===== config.mk =====
export PLATFORM = sky130hd
export DESIGN_NAME = fp_multiplier_seq
export DESIGN_NICKNAME = d
export VERILOG_FILES = /design/src/rtl/fp_multiplier_seq.sv
export SDC_FILE = /design/constraint.sdc
export NUM_CORES = 1
export LEC_CHECK = 0
export ABC_CLOCK_PERIOD_IN_PS = 4000
export CORE_UTILIZATION = 44
export DETAILED_ROUTE_END_ITERATION = 6
export PLACE_DENSITY = 0.77
export SLEW_MARGIN = 20
export SYNTH_ARGS = -nofsm -noshare
export SYNTH_HDL_FRONTEND = slang
export SYNTH_SLANG_ARGS = --single-unit

===== constraint.sdc =====
create_clock -name Clock -period 4 [get_ports Clock]
set_input_delay 0.6 -clock Clock [delete_from_list [all_inputs] [get_ports Clock]]
set_output_delay 0.6 -clock Clock [all_outputs]
set_load 0.01 [all_outputs]

===== src/rtl/fp_multiplier_seq.sv =====
// fp_multiplier_seq
//   Iterative floating-point multiplier (sign / EXP_W-bit biased exponent /
//   MANT_W-bit fraction with implicit leading 1). The significand product is
//   built one multiplier bit per clock with a right-shifting accumulator, then
//   normalised, range-checked and registered onto the outputs in one cycle.
//   The accumulator holds the upper half of the product; every low product bit
//   is shifted out, and only the last one is kept because normalisation can
//   reach exactly one bit below the upper half.
module fp_multiplier_seq #(
   parameter int EXP_W  = 6,
   parameter int MANT_W = 12,
   parameter int BIAS   = 31
) (
   input  logic              Clock,
   input  logic              Reset,
   input  logic              Start,
   input  logic              SignA,
   input  logic [EXP_W-1:0]  ExponentA,
   input  logic [MANT_W-1:0] MantissaA,
   input  logic              SignB,
   input  logic [EXP_W-1:0]  ExponentB,
   input  logic [MANT_W-1:0] MantissaB,
   output logic              Busy,
   output logic              Done,
   output logic              SignOut,
   output logic [EXP_W-1:0]  ExponentOut,
   output logic [MANT_W-1:0] MantissaOut,
   output logic              Overflow,
   output logic              Underflow
);

   localparam int SIG_W  = MANT_W + 1;          // significand width incl. hidden 1
   localparam int ESUM_W = EXP_W + 2;           // signed working exponent width
   localparam int CNT_W  = $clog2(SIG_W);

   localparam logic [CNT_W-1:0]         LAST_CNT = CNT_W'(MANT_W);
   localparam logic [ESUM_W-1:0]        BIAS_E   = ESUM_W'(BIAS);
   localparam logic signed [ESUM_W-1:0] EXP_MAX  = ESUM_W'((1 << EXP_W) - 1);
   localparam logic signed [ESUM_W-1:0] EXP_MIN  = ESUM_W'(1);

   typedef enum logic [1:0] {
      IDLE = 2'd0,
      MULT = 2'd1,
      NORM = 2'd2
   } state_t;

   state_t              state_q, state_d;
   logic [CNT_W-1:0]    cnt_q, cnt_d;
   logic [SIG_W-1:0]    acc_q, acc_d;        // upper half of the running product
   logic                low_q, low_d;        // most recent bit shifted out of acc
   logic [SIG_W-1:0]    mcand_q, mcand_d;    // {1, MantissaA}
   logic [SIG_W-1:0]    mplier_q, mplier_d;  // {1, MantissaB}, consumed LSB first
   logic                sign_q, sign_d;
   logic [ESUM_W-1:0]   esum_q, esum_d;      // EA + EB - BIAS, two's complement
   logic                zero_q, zero_d;      // either operand encodes zero
   logic                busy_q, busy_d;
   logic                done_q, done_d;
   logic                sign_out_q, sign_out_d;
   logic [EXP_W-1:0]    exp_out_q, exp_out_d;
   logic [MANT_W-1:0]   mant_out_q, mant_out_d;
   logic                ovf_q, ovf_d;
   logic                unf_q, unf_d;

   logic [SIG_W:0]             step_sum_s;
   logic signed [ESUM_W-1:0]   exp_fin_s;
   logic [MANT_W-1:0]          mant_norm_s;

   // One shift-add step: add the multiplicand when the current multiplier bit is set.
   always_comb begin
      step_sum_s = {1'b0, acc_q};
      if (mplier_q[0]) begin
         step_sum_s = {1'b0, acc_q} + {1'b0, mcand_q};
      end else begin
         step_sum_s = {1'b0, acc_q};
      end
   end

   // Normalise the finished product: a carry into the top bit bumps the exponent.
   always_comb begin
      exp_fin_s   = esum_q;
      mant_norm_s = {MANT_W{1'b0}};
      if (acc_q[SIG_W-1]) begin
         mant_norm_s = acc_q[MANT_W-1:0];
         exp_fin_s   = esum_q + ESUM_W'(1);
      end else begin
         mant_norm_s = {acc_q[MANT_W-2:0], low_q};
         exp_fin_s   = esum_q;
      end
   end

   // Next-state and datapath control for the IDLE -> MULT -> NORM sequence.
   always_comb begin
      state_d    = state_q;
      cnt_d      = cnt_q;
      acc_d      = acc_q;
      low_d      = low_q;
      mcand_d    = mcand_q;
      mplier_d   = mplier_q;
      sign_d     = sign_q;
      esum_d     = esum_q;
      zero_d     = zero_q;
      busy_d     = busy_q;
      done_d     = 1'b0;
      sign_out_d = sign_out_q;
      exp_out_d  = exp_out_q;
      mant_out_d = mant_out_q;
      ovf_d      = ovf_q;
      unf_d      = unf_q;

      case (state_q)
         IDLE: begin
            if (Start) begin
               state_d  = MULT;
               busy_d   = 1'b1;
               cnt_d    = {CNT_W{1'b0}};
               acc_d    = {SIG_W{1'b0}};
               low_d    = 1'b0;
               mcand_d  = {1'b1, MantissaA};
               mplier_d = {1'b1, MantissaB};
               sign_d   = SignA ^ SignB;
               esum_d   = ESUM_W'(ExponentA) + ESUM_W'(ExponentB) - BIAS_E;
               zero_d   = (ExponentA == {EXP_W{1'b0}}) || (ExponentB == {EXP_W{1'b0}});
            end else begin
               busy_d = 1'b0;
            end
         end

         MULT: begin
            acc_d    = step_sum_s[SIG_W:1];
            low_d    = step_sum_s[0];
            mplier_d = {1'b0, mplier_q[SIG_W-1:1]};
            if (cnt_q == LAST_CNT) begin
               state_d = NORM;
               cnt_d   = {CNT_W{1'b0}};
            end else begin
               cnt_d = cnt_q + CNT_W'(1);
            end
         end

         NORM: begin
            state_d    = IDLE;
            busy_d     = 1'b0;
            done_d     = 1'b1;
            sign_out_d = sign_q;
            if (zero_q) begin
               exp_out_d  = {EXP_W{1'b0}};
               mant_out_d = {MANT_W{1'b0}};
               ovf_d      = 1'b0;
               unf_d      = 1'b0;
            end else if (exp_fin_s > EXP_MAX) begin
               exp_out_d  = {EXP_W{1'b1}};
               mant_out_d = {MANT_W{1'b1}};
               ovf_d      = 1'b1;
               unf_d      = 1'b0;
            end else if (exp_fin_s < EXP_MIN) begin
               exp_out_d  = {EXP_W{1'b0}};
               mant_out_d = {MANT_W{1'b0}};
               ovf_d      = 1'b0;
               unf_d      = 1'b1;
            end else begin
               exp_out_d  = exp_fin_s[EXP_W-1:0];
               mant_out_d = mant_norm_s;
               ovf_d      = 1'b0;
               unf_d      = 1'b0;
            end
         end

         default: begin
            state_d = IDLE;
            busy_d  = 1'b0;
            cnt_d   = {CNT_W{1'b0}};
         end
      endcase
   end

   // State, datapath and output registers; reset aborts any operation in flight.
   always_ff @(posedge Clock or posedge Reset) begin
      if (Reset) begin
         state_q    <= IDLE;
         cnt_q      <= {CNT_W{1'b0}};
         acc_q      <= {SIG_W{1'b0}};
         low_q      <= 1'b0;
         mcand_q    <= {SIG_W{1'b0}};
         mplier_q   <= {SIG_W{1'b0}};
         sign_q     <= 1'b0;
         esum_q     <= {ESUM_W{1'b0}};
         zero_q     <= 1'b0;
         busy_q     <= 1'b0;
         done_q     <= 1'b0;
         sign_out_q <= 1'b0;
         exp_out_q  <= {EXP_W{1'b0}};
         mant_out_q <= {MANT_W{1'b0}};
         ovf_q      <= 1'b0;
         unf_q      <= 1'b0;
      end else begin
         state_q    <= state_d;
         cnt_q      <= cnt_d;
         acc_q      <= acc_d;
         low_q      <= low_d;
         mcand_q    <= mcand_d;
         mplier_q   <= mplier_d;
         sign_q     <= sign_d;
         esum_q     <= esum_d;
         zero_q     <= zero_d;
         busy_q     <= busy_d;
         done_q     <= done_d;
         sign_out_q <= sign_out_d;
         exp_out_q  <= exp_out_d;
         mant_out_q <= mant_out_d;
         ovf_q      <= ovf_d;
         unf_q      <= unf_d;
      end
   end

   assign Busy        = busy_q;
   assign Done        = done_q;
   assign SignOut     = sign_out_q;
   assign ExponentOut = exp_out_q;
   assign MantissaOut = mant_out_q;
   assign Overflow    = ovf_q;
   assign Underflow   = unf_q;

endmodule

==> impl_metrics.xml <==
<?xml version="1.0" encoding="UTF-8"?>
<metrics>
  <group name="run_status">
    <metric name="run_status" unit="">complete, no violations</metric>
  </group>
  <group name="yosys">
    <metric name="synthesized_instance_count" unit="">492</metric>
    <metric name="postSynth.asyncResetShare" unit="%">100.0</metric>
    <metric name="synthDominantCellAreaShare" unit="%">43.15</metric>
    <metric name="ys_top_cells_by_area" unit="">dfrtp_1 (43%), nand2_1 (8.0%), ha_1 (7.4%), o21ai_0 (4.8%), mux2i_1 (3.5%)</metric>
    <metric name="dominantRegCellSynth" unit="">dfrtp_1</metric>
    <metric name="netlist.top_cell.by_area" unit="">dfrtp_1</metric>
    <metric name="mappedNetlistArea" unit="sq mm">0.004582</metric>
    <metric name="synth.avg_cell_area" unit="sq um">9.313</metric>
    <metric name="synth_nets" unit="">562</metric>
    <metric name="synth-warning-count" unit="">0</metric>
    <metric name="synth_seq_cells" unit="">79</metric>
    <metric name="synth_seq_area_share" unit="%">43.15</metric>
    <metric name="post_synth_num_cell_types" unit="">50</metric>
    <metric name="synth-edff-count" unit="">0</metric>
  </group>
  <group name="global_routing">
    <metric name="grt_pass1_wl" unit="mm">16.93</metric>
    <metric name="track_usage" unit="%">19.17</metric>
    <metric name="globalRoute.totalOverflow" unit="">0</metric>
    <metric name="grt_start_max_net_pins" unit="">53</metric>
    <metric name="first_global_vias" unit="">3624</metric>
    <metric name="antenna_found_initial" unit="">0</metric>
  </group>
  <group name="timing">
    <metric name="finalMaxSlewViolations" unit="">0</metric>
    <metric name="slew-limit-headroom" unit="%">33.16</metric>
    <metric name="setup_viol" unit="">0</metric>
    <metric name="sum_neg_setup_slack" unit="ns">0</metric>
    <metric name="final.min_clock_period" unit="ns">2.572</metric>
    <metric name="finalHoldViolCount" unit="">0</metric>
    <metric name="grt_setup_unrepaired" unit="">no</metric>
    <metric name="final_period_util" unit="%">64.30</metric>
    <metric name="timing.fmax" unit="MHz">388.8</metric>
    <metric name="fin_skew" unit="ns">0.007580</metric>
    <metric name="slew_at_the_pin_closest_to_its_max_slew_limit" unit="ns">1.003</metric>
  </group>
  <group name="finish">
    <metric name="nFillCells" unit="">872</metric>
    <metric name="area.growth.synth_to_final" unit="%">20.15</metric>
    <metric name="fraction_of_the_core_area_covered_by_cells_at_the_end_of_the_flow" unit="%">55.30</metric>
    <metric name="diodes" unit="">0</metric>
    <metric name="fraction_of_layout_cells_with_a_size_suffix_above_1" unit="%">7.286</metric>
    <metric name="fin_nets" unit="">614</metric>
    <metric name="multi_input_area" unit="sq mm">0.002401</metric>
    <metric name="final_cell_mix" unit="">nand2_1 (98), dfrtp_1 (79), clkdlybuf4s50_1 (63)</metric>
    <metric name="ff_latch_area" unit="sq mm">0.001977</metric>
    <metric name="leading_cell_type_in_the_layout_fill_and_taps_excluded" unit="">nand2_1</metric>
  </group>
  <group name="setup_path">
    <metric name="setup_slack_of_the_worst_register_to_register_path" unit="ns">1.43</metric>
    <metric name="r2r-end" unit="">MantissaOut[9]</metric>
    <metric name="regToRegStartpoint" unit="">acc_q[12]</metric>
    <metric name="critPathArrivalTime" unit="ns">2.84</metric>
    <metric name="worst_setup_path_endpoint" unit="">MantissaOut[9]</metric>
    <metric name="timing.critical_path.from" unit="">acc_q[12]</metric>
    <metric name="ff2ff_path_depth" unit="">6</metric>
    <metric name="criticalPathCategory" unit="">reg2reg</metric>
    <metric name="crit_path_end_kind" unit="">register</metric>
    <metric name="timing.critical_path.required" unit="ns">4.27</metric>
    <metric name="critical_path.max_fanout" unit="">24</metric>
    <metric name="start_kind" unit="">register</metric>
  </group>
  <group name="clock_tree">
    <metric name="clock_tree.htree_level_count" unit="">3</metric>
    <metric name="cts_root_buf" unit="">clkbuf_8</metric>
    <metric name="clock_sink_count" unit="">79</metric>
    <metric name="clk_pin_slew" unit="ns">0.08</metric>
    <metric name="cts_tree" unit="">built</metric>
    <metric name="tritoncts.num_buffers" unit="">9</metric>
    <metric name="latest_clock_arrival_within_the_worst_skew_pair" unit="ns">0.35</metric>
    <metric name="post-cts-setup-buffer-count" unit="">0</metric>
    <metric name="holdBufCountCts" unit="">0</metric>
    <metric name="cts.path.max_buffers" unit="">2</metric>
    <metric name="cts_resized" unit="">0</metric>
  </group>
  <group name="run">
    <metric name="drv_cap" unit="">0</metric>
  </group>
  <group name="placement">
    <metric name="port_buffers" unit="">63</metric>
    <metric name="dp.final_hpwl" unit="mm">7.336</metric>
    <metric name="gpl_congestion" unit="">0.8062</metric>
  </group>
  <group name="power_and_ir_drop">
    <metric name="leakagePower" unit="nW">2.501</metric>
    <metric name="vdd.ir_drop.worst" unit="mV">0.2705</metric>
    <metric name="powerDensity" unit="mW/mm^2">693.6</metric>
  </group>
  <group name="hold_path">
    <metric name="min-delay-path-class" unit="">reg2reg</metric>
  </group>
  <group name="floorplan">
    <metric name="initial_core_util" unit="%">46.03</metric>
    <metric name="die_h" unit="microns">104.0</metric>
    <metric name="chipWidth" unit="microns">104.0</metric>
    <metric name="die_area" unit="sq mm">0.01083</metric>
    <metric name="boundaryPins" unit="">64</metric>
    <metric name="placementRows" unit="">36</metric>
    <metric name="coreArea" unit="sq mm">0.009955</metric>
  </group>
  <group name="route">
    <metric name="post-route-drc-count" unit="">0</metric>
    <metric name="drtAntennaViolNets" unit="">0</metric>
    <metric name="detail_route.iter0.violations" unit="">253</metric>
    <metric name="routed_wire_length_per_instance" unit="microns">14.28</metric>
    <metric name="drt_pre_antenna_iters" unit="">5</metric>
    <metric name="vias_per_cell" unit="">5.431</metric>
    <metric name="number_of_vias_in_the_routed_layout" unit="">3704</metric>
    <metric name="totalWireLength" unit="mm">9.740</metric>
  </group>
</metrics>
## area by class of cell
| class | count | share of cell area, % |
|---|---|---|
| inverter | 17 | 1.182 |
| tap | 133 | 3.023 |
| clock buffer | 10 | 2.318 |
| multi-input combinational | 367 | 43.61 |
| sequential | 79 | 35.91 |
| timing repair buffer | 70 | 12.41 |
| clock inverter | 6 | 1.545 |
## worst min-delay path by stage
stage,slack (ns),cells after the start,startpoint,endpoint
2_1_floorplan,0.44,1,mcand_q[12],mcand_q[12]
3_3_place_gp,0.46,1,mcand_q[12],mcand_q[12]
3_5_place_dp,0.46,1,mcand_q[12],mcand_q[12]
4_1_cts,0.48,1,mcand_q[12],mcand_q[12]
5_1_grt,0.50,1,Underflow,Underflow
6_report,0.47,1,mcand_q[12],mcand_q[12]
## stage by stage
stage / hold slack, ns / cells / instance area (sq um) / power (W) / worst slack, ns
2_1_floorplan: 0.4388 / 492 / 4582 / 0.002642 / 1.377
3_3_place_gp: 0.4591 / 666 / 5291 / 0.003077 / 1.345
3_5_place_dp: 0.4573 / 666 / 5291 / 0.003186 / 1.212
4_1_cts: 0.4778 / 682 / 5504 / 0.003828 / 1.417
5_1_grt: 0.4990 / 682 / 5505 / 0.004135 / 1.219
6_report: 0.4735 / 682 / 5505 / 0.003818 / 1.428
## worst max-delay path, stage by stage (launching register included)
cell      delay, ns
dfrtp_1        0.99
nand4_1        0.26
nor3_1         0.31
xnor2_1        0.19
and2_1         0.34
nand2_4        0.19
o211ai_1       0.21
## cells in the mapped netlist, types with 2 or more instances
cell,number
a211oi_1,2
a21o_1,4
a21oi_1,30
a22o_1,8
a22oi_1,4
a31oi_1,5
a32oi_1,5
and3_1,4
and3b_1,13
buf_2,6
clkbuf_1,19
dfrtp_1,79
fa_1,2
ha_1,27
inv_1,16
mux2i_1,16
nand2_1,98
nand2b_1,6
nand3_1,7
nand4_1,7
nor2_1,19
nor2b_1,5
nor3_1,7
nor4_1,2
o211ai_1,3
o211ai_2,10
o21ai_0,44
o21bai_1,3
xnor2_1,14
xor2_1,7
## layer usage
metal  track usage [%]  routed length [microns]  vias to the layer above
met5                 0                        0                        -
met4             7.857                      144                        0
met3             2.945                      360                       13
met2             29.71                     4460                       98
met1             26.79                     4776                     1747
li1                  -                        -                     1846
## cell families after synthesis
family | after synthesis | share of synthesized area [%]
mux | 17 | 3.741
simple gates | 175 | 18.21
compound gates | 125 | 18.10
flops | 79 | 43.15
xor+xnor | 21 | 4.014
buf+inv | 46 | 4.533
fa+ha+maj | 29 | 8.247
## report_power, final
part	internal [W]	leakage [nW]	total [W]	switching, W
clock network	0.000349	0.102	0.000636	0.000287
logic	0.000809	1.40	0.00168	0.000873
registers	0.00112	0.998	0.00150	0.000377
total	0.00228	2.50	0.00382	0.00154
## sequential cells by signal (all words and copies together) (netlist names)
signal	cells
acc_q	13
mcand_q	13
mplier_q	13
MantissaOut	12
esum_q	8
ExponentOut	6
cnt_q	4
state_q	2
Busy	1
Done	1
Overflow	1
SignOut	1
Underflow	1
low_q	1
sign_q	1
zero_q	1
(Power assumes the default switching activity.)
